`src/rtl/riscv_hazard_ctrl_pkg.sv`:
```
// Shared RISC-V pipeline definitions: opcodes, NOP encoding, hazard FSM states and shadow-stage record.
// Also used by the forwarding unit.
package riscv_hazard_ctrl_pkg;

  localparam logic [6:0] OP_R    = 7'b0110011;
  localparam logic [6:0] OP_I    = 7'b0010011;
  localparam logic [6:0] OP_LOAD = 7'b0000011;
  localparam logic [6:0] OP_S    = 7'b0100011;
  localparam logic [6:0] OP_BR   = 7'b1100011;
  localparam logic [6:0] OP_JAL  = 7'b1101111;
  localparam logic [6:0] OP_JALR = 7'b1100111;

  localparam logic [31:0] NOP_INST = 32'h0000_0013;

  typedef enum logic [1:0] {
    ST_IDLE  = 2'd0,
    ST_STALL = 2'd1,
    ST_FLUSH = 2'd2
  } hz_state_e;

  // One in-flight producer: valid, destination register, is-a-load.
  typedef struct packed {
    logic       vld;
    logic [4:0] rd;
    logic       ld;
  } shadow_t;

endpackage

```
`src/rtl/riscv_hazard_ctrl_inst_dec_lite.sv`:
```
// riscv_inst_dec_lite: minimal register-usage decode of one 32-bit instruction.
// Shared by the hazard controller and the forwarding unit.
module riscv_inst_dec_lite
  import riscv_hazard_ctrl_pkg::*;
(
  input  logic [31:0] i_inst,
  output logic        o_uses_rs1,
  output logic        o_uses_rs2,
  output logic        o_writes_rd,
  output logic        o_is_load,
  output logic [4:0]  o_rs1,
  output logic [4:0]  o_rs2,
  output logic [4:0]  o_rd
);

  logic [6:0] w_op;
  logic       w_unused;

  assign w_op     = i_inst[6:0];
  assign o_rs1    = i_inst[19:15];
  assign o_rs2    = i_inst[24:20];
  assign o_rd     = i_inst[11:7];
  assign w_unused = ^{i_inst[31:25], i_inst[14:12]};

  always_comb begin
    o_uses_rs1  = 1'b0;
    o_uses_rs2  = 1'b0;
    o_writes_rd = 1'b0;
    o_is_load   = 1'b0;
    case (w_op)
      OP_R: begin
        o_uses_rs1  = 1'b1;
        o_uses_rs2  = 1'b1;
        o_writes_rd = 1'b1;
      end
      OP_I: begin
        o_uses_rs1  = 1'b1;
        o_writes_rd = 1'b1;
      end
      OP_LOAD: begin
        o_uses_rs1  = 1'b1;
        o_writes_rd = 1'b1;
        o_is_load   = 1'b1;
      end
      OP_S, OP_BR: begin
        o_uses_rs1 = 1'b1;
        o_uses_rs2 = 1'b1;
      end
      OP_JAL:  o_writes_rd = 1'b1;
      OP_JALR: begin
        o_uses_rs1  = 1'b1;
        o_writes_rd = 1'b1;
      end
      default: ;
    endcase
    // x0 is never a real destination, so it can never create a hazard.
    if (o_rd == 5'd0) o_writes_rd = 1'b0;
  end

endmodule

```
`src/rtl/riscv_hazard_ctrl.sv`:
```
// Load-use stall and taken-branch flush controller for the s1..s3 pipeline registers.
// Optional perf counters stall_cnt/flush_cnt are built only when HAZARD_PERF_CNT_EN is defined.
module riscv_hazard_ctrl
  import riscv_hazard_ctrl_pkg::*;
#(
  parameter int LOAD_STALL_CYCLES = 1,
  parameter int FLUSH_CYCLES      = 2,
  parameter int CNT_W             = 16
) (
  input  logic             clk,
  input  logic             rst_n,
  input  logic [31:0]      inst_s2,
  input  logic             branch_taken_s3,
  output logic             stall_if,
  output logic             stall_id,
  output logic             bubble_ex,
  output logic             flush_id,
`ifdef HAZARD_PERF_CNT_EN
  output logic [CNT_W-1:0] stall_cnt,
  output logic [CNT_W-1:0] flush_cnt,
`endif
  output logic [1:0]       dbg_state,
  output logic [20:0]      dbg_shadow
);

  localparam int         LD_REM_I = (LOAD_STALL_CYCLES > 1) ? LOAD_STALL_CYCLES - 2 : 0;
  localparam int         FL_REM_I = (FLUSH_CYCLES > 1) ? FLUSH_CYCLES - 2 : 0;
  localparam logic [1:0] LD_REM   = LD_REM_I[1:0];
  localparam logic [1:0] FL_REM   = FL_REM_I[1:0];

  hz_state_e  r_state, w_nxt_state;
  logic [1:0] r_rem, w_nxt_rem;
  shadow_t    r_s3, r_s4, r_s5, w_dec_s3;

  logic       w_uses_rs1, w_uses_rs2, w_writes_rd, w_is_load;
  logic [4:0] w_rs1, w_rs2, w_rd;
  logic       w_lu_haz, w_stall, w_bubble, w_flush;

  riscv_inst_dec_lite u_dec (
    .i_inst      (inst_s2),
    .o_uses_rs1  (w_uses_rs1),
    .o_uses_rs2  (w_uses_rs2),
    .o_writes_rd (w_writes_rd),
    .o_is_load   (w_is_load),
    .o_rs1       (w_rs1),
    .o_rs2       (w_rs2),
    .o_rd        (w_rd)
  );

  assign w_dec_s3 = '{vld: w_writes_rd, rd: w_rd, ld: w_is_load};
  assign w_lu_haz = r_s3.vld & r_s3.ld &
                    ((w_uses_rs1 & (w_rs1 == r_s3.rd)) | (w_uses_rs2 & (w_rs2 == r_s3.rd)));

  always_comb begin
    w_nxt_state = r_state;
    w_nxt_rem   = r_rem;
    w_stall     = 1'b0;
    w_bubble    = 1'b0;
    w_flush     = 1'b0;
    case (r_state)
      ST_IDLE, ST_STALL: begin
        // A taken branch wins over any load-use stall, including one in progress.
        if (branch_taken_s3) begin
          w_flush  = 1'b1;
          w_bubble = 1'b1;
          if (FLUSH_CYCLES > 1) begin
            w_nxt_state = ST_FLUSH;
            w_nxt_rem   = FL_REM;
          end else begin
            w_nxt_state = ST_IDLE;
            w_nxt_rem   = 2'd0;
          end
        end else if (r_state == ST_STALL) begin
          w_stall  = 1'b1;
          w_bubble = 1'b1;
          if (r_rem == 2'd0) w_nxt_state = ST_IDLE;
          else               w_nxt_rem   = r_rem - 2'd1;
        end else if (w_lu_haz) begin
          w_stall  = 1'b1;
          w_bubble = 1'b1;
          if (LOAD_STALL_CYCLES > 1) begin
            w_nxt_state = ST_STALL;
            w_nxt_rem   = LD_REM;
          end
        end
      end
      ST_FLUSH: begin
        // Any branch seen here sits in an already-squashed slot.
        w_flush  = 1'b1;
        w_bubble = 1'b1;
        if (r_rem == 2'd0) w_nxt_state = ST_IDLE;
        else               w_nxt_rem   = r_rem - 2'd1;
      end
      default: begin
        w_nxt_state = ST_IDLE;
        w_nxt_rem   = 2'd0;
      end
    endcase
  end

  always_ff @(posedge clk or negedge rst_n) begin
    if (!rst_n) begin
      r_state <= ST_IDLE;
      r_rem   <= 2'd0;
      r_s3    <= '0;
      r_s4    <= '0;
      r_s5    <= '0;
    end else begin
      r_state <= w_nxt_state;
      r_rem   <= w_nxt_rem;
      r_s3    <= w_bubble ? '0 : w_dec_s3;
      r_s4    <= r_s3;
      r_s5    <= r_s4;
    end
  end

  // Gated by rst_n so a branch pulse during reset cannot leak out.
  assign stall_if   = rst_n & w_stall;
  assign stall_id   = rst_n & w_stall;
  assign bubble_ex  = rst_n & w_bubble;
  assign flush_id   = rst_n & w_flush;
  assign dbg_state  = r_state;
  assign dbg_shadow = {r_s3, r_s4, r_s5};

`ifdef HAZARD_PERF_CNT_EN
  logic [CNT_W-1:0] r_stall_cnt, r_flush_cnt;

  always_ff @(posedge clk or negedge rst_n) begin
    if (!rst_n) begin
      r_stall_cnt <= '0;
      r_flush_cnt <= '0;
    end else begin
      if (w_stall && (r_stall_cnt != {CNT_W{1'b1}})) r_stall_cnt <= r_stall_cnt + 1'b1;
      if (w_flush && (r_flush_cnt != {CNT_W{1'b1}})) r_flush_cnt <= r_flush_cnt + 1'b1;
    end
  end

  assign stall_cnt = r_stall_cnt;
  assign flush_cnt = r_flush_cnt;
`else
  logic [CNT_W-1:0] w_unused_cnt;
  assign w_unused_cnt = '0;
`endif

endmodule
```
`config.mk`:
```
export PLATFORM = sky130hd
export DESIGN_NAME = riscv_hazard_ctrl
export DESIGN_NICKNAME = d
export VERILOG_FILES = /design/src/rtl/riscv_hazard_ctrl_pkg.sv /design/src/rtl/riscv_hazard_ctrl_inst_dec_lite.sv /design/src/rtl/riscv_hazard_ctrl.sv
export SDC_FILE = /design/constraint.sdc
export NUM_CORES = 1
export LEC_CHECK = 0
export CORE_AREA = 8 8 61 63
export CTS_CLUSTER_DIAMETER = 120
export DETAILED_ROUTE_END_ITERATION = 8
export DIE_AREA = 0 0 69 71
export GPL_ROUTABILITY_DRIVEN = 0
export GPL_TIMING_DRIVEN = 0
export PLACE_DENSITY_LB_ADDON = 0.2
export SLEW_MARGIN = 20
export SYNTH_ARGS = -nofsm -noshare
export SYNTH_HDL_FRONTEND = slang
export SYNTH_SLANG_ARGS = --single-unit
```
`constraint.sdc`:
```
create_clock -name clk -period 5.55 [get_ports clk]
set_input_delay 1.3875 -clock clk [delete_from_list [all_inputs] [get_ports clk]]
set_output_delay 1.3875 -clock clk [all_outputs]
set_load 0.03 [all_outputs]
```
==> impl_metrics.py, run 1 <==
metrics = {
    "status": {
        "status": "finished clean",
    },
    "sta": {
        "slew_viol_final": 0,
        "clock-skew-final_ns": 0.003228,
        "finalHoldViolCount": 0,
        "clock.fmax_mhz": 191.2,
        "worst_slack_ns": 0.3199,
        "setup_viol": 0,
        "period_needed_ns": 5.230,
        "slew_headroom_pct": 60.55,
        "worst_slew_pin_slew_ns": 0.5918,
        "fin_crit_sh_pct": 94.24,
        "grt_setup_unrepaired": "no",
        "fin_tns_setup_ns": 0,
    },
    "power": {
        "vdd.ir_drop.worst_mv": 0.1203,
        "p_int_uw": 251.6,
        "leakage_uw": 0.0007005,
        "p_sw_uw": 91.64,
        "clkPwrFrac_pct": 23.2,
        "power_frac_seq_pct": 56.4,
        "swShare_pct": 26.70,
        "p_comb_share_pct": 20.4,
        "power_density_nw_per_um2": 212.5,
    },
    "critical_path": {
        "max_stage_delay_ns": 0.67,
        "critPathSlowestCell": "clkdlybuf4s50_1",
        "rr_startpoint": "dbg_shadow[17]$_DFF_PN0_",
        "cp_max_fo": 8,
        "rr_endpoint": "dbg_shadow[18]$_DFF_PN0_",
        "endpoint_kind": "output port",
        "crit_chain": "clkdlybuf4s50_1, nand3b_4, nor4_1, nand4_1, a211oi_4, o21a_1, clkdlybuf4s50_1",
        "reg2reg_depth": 5,
        "rrSetupSlack_ns": 3.62,
        "start_kind": "primary input",
        "worstSetupPathType": "primary input to output port",
        "worst_ep_required_time_ns": 4.16,
        "worstPathArrival_ns": 3.84,
        "path_common_cell": "clkdlybuf4s50_1",
    },
    "clock_network": {
        "cts_buffers": 3,
        "ctsHoldBuffers": 0,
        "cts.clk_slew.worst_paths_ns": 0.13,
        "post_cts_resized": 0,
        "root_buffer": "clkbuf_4",
        "htree_levels": 1,
        "clockBufferDepth": 2,
        "clk_latency_ns": 0.31,
        "cts_num_sinks": 25,
        "post-cts-setup-buffers": 0,
        "cts_tree": "built",
    },
    "synth": {
        "syn_area_per_cell_um2": 12.71,
        "synth_area_leader_cell": "dfrtp_1",
        "ys.flop_type": "dfrtp_1",
        "yosysMostFrequentCell": "dfrtp_1",
        "synth_common_cells": "dfrtp_1 (25), xor2_1 (6), nand2_1 (5), nor3b_1 (5)",
        "synth_area_um2": 1042,
        "netlist_instances": 82,
        "async_flop_share_pct": 100.0,
        "synth.area.top_cells": "dfrtp_1 (60%), xor2_1 (5.0%), nor3b_1 (3.6%), xnor2_1 (3.4%), a211oi_4 (1.9%)",
        "synth_top_area_share_pct": 60.02,
        "ys_seq_elements": 25,
        "ys_seq_area_share_pct": 60.02,
        "syn-num-nets": 117,
        "synth-edff-count": 0,
        "ys_types": 29,
        "yosys_warnings": 0,
    },
    "die": {
        "die_w_um": 69,
        "die_y_um": 71,
        "start_util_pct": 36.54,
        "num_rows": 20,
        "die_area_um2": 4899,
        "coreArea_um2": 2853,
        "ios": 62,
    },
    "hold_path": {
        "hp-start": "dbg_shadow[8]$_DFF_PN0_",
        "hold-path-endpoint": "dbg_shadow[1]$_DFF_PN0_",
        "hold_path.class": "flip-flop to flip-flop",
        "holdPathStages": 0,
    },
    "drt": {
        "drc": 0,
        "routedWlPerCell_um": 15.27,
        "wl_um": 2596,
        "antenna_left": 0,
        "first_iter_violations": 28,
        "num_vias": 830,
        "firstDrtPassIters": 2,
        "drt-vias-per-instance": 4.882,
    },
    "final_layout": {
        "antenna_cells": 0,
        "drive_gt1_share_pct": 7.299,
        "stdcell_area_um2": 1615,
        "area_growth_pct": 54.98,
        "finalNetCount": 173,
    },
    "grt": {
        "grt_overflow_total": 0,
        "grt_pass1_wl_um": 4298,
        "antenna_found_initial": 0,
        "grt_use_total_pct": 10.74,
        "grt_max_degree": 29,
        "first_global_vias": 895,
    },
    "placed_design": {
        "dpl.hpwl_um": 2130,
        "port_buffers": 51,
        "post-place-ws_ns": 0.3095,
        "placed_area_um2": 1589,
    },
    "job": {
        "drv_cap": 0,
    },
}
-- metrics by stage --
stage                     total power [µW]  utilization [%]  std cells  hold WS, ns
after global routing                 364.3            56.62        170       0.4067
after CTS                            347.3            56.62        170       0.3896
final                                343.2            56.62        170       0.3898
after floorplan                      225.8                -         82       0.4692
after global placement               267.2            55.88        166       0.3568
after detailed placement             267.9            55.70        166       0.3604
-- layer usage --
| metal | up-vias | global-route usage [%] | part of all wire (%) |
|---|---|---|---|
| li1 | 403 | - | - |
| met1 | 395 | 11.89 | 42 |
| met2 | 30 | 17.52 | 51 |
| met3 | 2 | 3.357 | 5.9 |
| met4 | 0 | 6.834 | 1.4 |
| met5 | - | 0 | 0 |
-- how the worst max path moves through the flow --
stage	slack, ns	start	end	cells past startpoint
3_3_place_gp	0.31	inst_s2[0]	bubble_ex	7
4_1_cts	0.30	inst_s2[22]	bubble_ex	7
6_report	0.32	inst_s2[0]	bubble_ex	7
5_1_grt	0.19	inst_s2[22]	bubble_ex	7
2_1_floorplan	1.43	inst_s2[22]	stall_if	6
3_5_place_dp	0.31	inst_s2[0]	bubble_ex	7
-- worst max-delay path: cells and delay by family --
kind | cells | cell delay, ns
compound gates | 2 | 0.61
buf+inv | 2 | 1.20
simple gates | 3 | 0.65
-- sequential cells by signal, summed over array words and instances (netlist names) --
register and flops:
dbg_shadow 21, dbg_state 2, r_rem 2
-- cell families after synthesis --
group / after synthesis / synth area share [%]
XOR/XNOR: 10 / 8.403
flip-flops: 25 / 60.02
AND/OR/NAND/NOR: 29 / 18.25
buffers and inverters: 3 / 1.560
multiplexers: 1 / 0.9604
AO/OA/AOI/OAI: 14 / 10.80
-- power groups by stage --
| stage | Sequential (µW) | Clock (µW) | Combinational, µW |
|---|---|---|---|
| 2_1_floorplan | 209 | 0 | 16.4 |
| 3_3_place_gp | 197 | 0 | 70.6 |
| 3_5_place_dp | 197 | 0 | 70.8 |
| 4_1_cts | 194 | 82.6 | 71.2 |
| 5_1_grt | 195 | 94.9 | 74.9 |
| 6_report | 193 | 79.7 | 70.1 |
-- layout by cell type (no fill, tap or decap), drive strengths merged, types with 2 or more instances in the layout --
cell,netlist,final
dfrtp,25,25
a21oi,4,4
nor2,2,2
clkdlybuf4s50,0,50
nor4,2,2
xor2,6,6
buf,2,3
nor3b,5,5
xnor2,4,4
clkbuf,0,4
nand2,5,5
nand2b,3,3
or4,2,2
o21ai,3,3
nor3,4,4
nand4,2,2
-- final cells by class --
class / count / area (µm²)
buffer: 2 / 12.51
clock buffer: 4 / 26.28
fill: 259 / 1237
inverter: 1 / 3.754
multi-input combinational: 54 / 400.4
sequential: 25 / 625.6
tap: 33 / 41.29
timing repair buffer: 51 / 505.5
No activity file was read; power rests on OpenSTA's default activity.
==> inputs of run 2 (changes only) <==
Settings changed: CAP_MARGIN set to 20, CORE_AREA 8 8 61 63 to 8 8 60 62, CTS_BUF_LIST set to sky130_fd_sc_hd__clkbuf_2, DIE_AREA 0 0 69 71 to 0 0 68 70, REMOVE_ABC_BUFFERS set to 1.
==> run 2 against run 1 <==
  * Sequential power is essentially flat
  * Worst hold slack better by 0.015 ns
  * Count of clock-buffer cells in the layout unchanged
  * Routed wire length decreased by 1.7%
  * Setup slack worse by 0.091 ns
  * Register-to-register slack improved by 0.03 ns
  * Combinational power hardly changed
  * Design area down 1.3%
  * Non-clock buffer count shrank 2
==> impl_metrics.py, run 2 (same netlist as run 1, synthesis figures left out) <==
metrics = {
    "status": {
        "status": "finished clean",
    },
    "power": {
        "vdd.ir_drop.worst_mv": 0.1320,
        "p_int_uw": 242.9,
        "power_density_nw_per_um2": 209.3,
        "p_sw_uw": 90.79,
        "p_comb_share_pct": 21.1,
        "clkPwrFrac_pct": 20.9,
        "leakage_uw": 0.0006910,
        "swShare_pct": 27.21,
        "power_frac_seq_pct": 58.0,
    },
    "placed_design": {
        "dpl.hpwl_um": 2077,
        "port_buffers": 51,
        "post-place-ws_ns": 0.2395,
    },
    "clock_network": {
        "htree_levels": 1,
        "cts_buffers": 3,
        "post_cts_resized": 0,
        "clockBufferDepth": 2,
        "cts_tree": "built",
        "root_buffer": "clkbuf_2",
        "cts.clk_slew.worst_paths_ns": 0.22,
        "post-cts-setup-buffers": 0,
        "clk_latency_ns": 0.33,
        "cts_num_sinks": 25,
        "ctsHoldBuffers": 0,
    },
    "sta": {
        "fin_tns_setup_ns": 0,
        "fin_crit_sh_pct": 95.88,
        "setup_viol": 0,
        "slew_headroom_pct": 57.09,
        "grt_setup_unrepaired": "no",
        "clock-skew-final_ns": 0.004101,
        "clock.fmax_mhz": 187.9,
        "slew_viol_final": 0,
        "worst_slack_ns": 0.2286,
        "worst_slew_pin_slew_ns": 0.6436,
        "finalHoldViolCount": 0,
        "period_needed_ns": 5.321,
    },
    "die": {
        "die_w_um": 68,
        "die_y_um": 70,
        "ios": 62,
        "num_rows": 19,
        "coreArea_um2": 2663,
        "start_util_pct": 39.14,
        "die_area_um2": 4760,
    },
    "grt": {
        "grt_max_degree": 29,
        "grt_pass1_wl_um": 4312,
        "first_global_vias": 951,
        "grt_use_total_pct": 11.37,
        "grt_overflow_total": 0,
        "antenna_found_initial": 0,
    },
    "critical_path": {
        "start_kind": "primary input",
        "worst_ep_required_time_ns": 4.16,
        "reg2reg_depth": 5,
        "cp_max_fo": 8,
        "worstSetupPathType": "primary input to output port",
        "endpoint_kind": "output port",
        "rr_startpoint": "dbg_shadow[19]$_DFF_PN0_",
        "rr_endpoint": "dbg_shadow[14]$_DFF_PN0_",
        "worstPathArrival_ns": 3.93,
        "rrSetupSlack_ns": 3.65,
    },
    "final_layout": {
        "largest_reg_flops": 21,
        "drive_gt1_share_pct": 6.667,
        "layout_commonest_cell": "clkdlybuf4s50_1",
        "layout_common_cells": "clkdlybuf4s50_1 (50), dfrtp_1 (25), xor2_1 (6)",
        "final_core_util_pct": 59.87,
        "antenna_cells": 0,
        "finalNetCount": 171,
        "area_growth_pct": 52.94,
    },
    "drt": {
        "firstDrtPassIters": 4,
        "wl_um": 2551,
        "drc": 0,
        "antenna_left": 0,
        "num_vias": 835,
        "routedWlPerCell_um": 15.37,
        "drt-vias-per-instance": 5.030,
        "first_iter_violations": 9,
    },
    "job": {
        "drv_cap": 0,
    },
    "hold_path": {
        "hold_path.class": "flip-flop to flip-flop",
        "holdPathStages": 0,
        "hp-start": "dbg_shadow[7]$_DFF_PN0_",
        "hold-path-endpoint": "dbg_shadow[0]$_DFF_PN0_",
    },
}
-- run 2: cell types whose count changed in the layout (fill, tap and decap cells not counted) --
cell	before	now
buf_2	2	1
buf_4	1	0
clkbuf_1	1	0
clkbuf_2	0	4
clkbuf_4	3	0
-- run 2: power by group through the flow --
stage | clock (µW) | combinational (µW) | sequential, µW
after global placement | 0 | 70.6 | 197
after CTS | 73.7 | 71.3 | 194
after global routing | 80.5 | 75.8 | 195
final | 69.7 | 70.3 | 194
after floorplan | 0 | 16.4 | 209
after detailed placement | 0 | 70.9 | 197
-- run 2: final cells by class --
class                   instances  area (µm²)
well taps                      31       38.79
multi-input cells              54       400.4
repair buffers                 51       505.5
clock buffers                   4       20.02
flip-flops and latches         25       625.6
inverters                       1       3.754
fillers                       246        1069
-- run 2: worst max-delay path by stage --
stage / cells after the start / start / slack, ns / to
floorplan: 5 / inst_s2[22] / 1.44 / bubble_ex
global placement: 7 / inst_s2[0] / 0.26 / bubble_ex
detailed placement: 7 / inst_s2[0] / 0.24 / bubble_ex
CTS: 7 / inst_s2[0] / 0.23 / bubble_ex
global route: 7 / inst_s2[0] / 0.07 / bubble_ex
finish: 7 / inst_s2[0] / 0.23 / bubble_ex
-- run 2: through the flow --
stage / std cells / instance area, µm² / power, µW / hold WS, ns
finish: 166 / 1594 / 333.6 / 0.4052
global route: 166 / 1594 / 351.2 / 0.4255
CTS: 166 / 1594 / 338.8 / 0.4107
detailed placement: 162 / 1574 / 268.0 / 0.3625
global placement: 162 / 1579 / 267.4 / 0.3611
floorplan: 80 / 1030 / 225.8 / 0.4692
-- run 2: worst max-delay path, cell delays in order --
cell and delay (ns):
clkdlybuf4s50_1 0.53, nand3b_4 0.10, nor4_1 0.37, nand4_1 0.23
a211oi_4 0.48, o21a_1 0.16, clkdlybuf4s50_1 0.67
-- run 2: layer usage --
layer	track usage, %	part of all wire (%)
met1	13.67	41
met2	17.43	45
met4	4.100	1.1
met5	0	0
met3	4.785	13
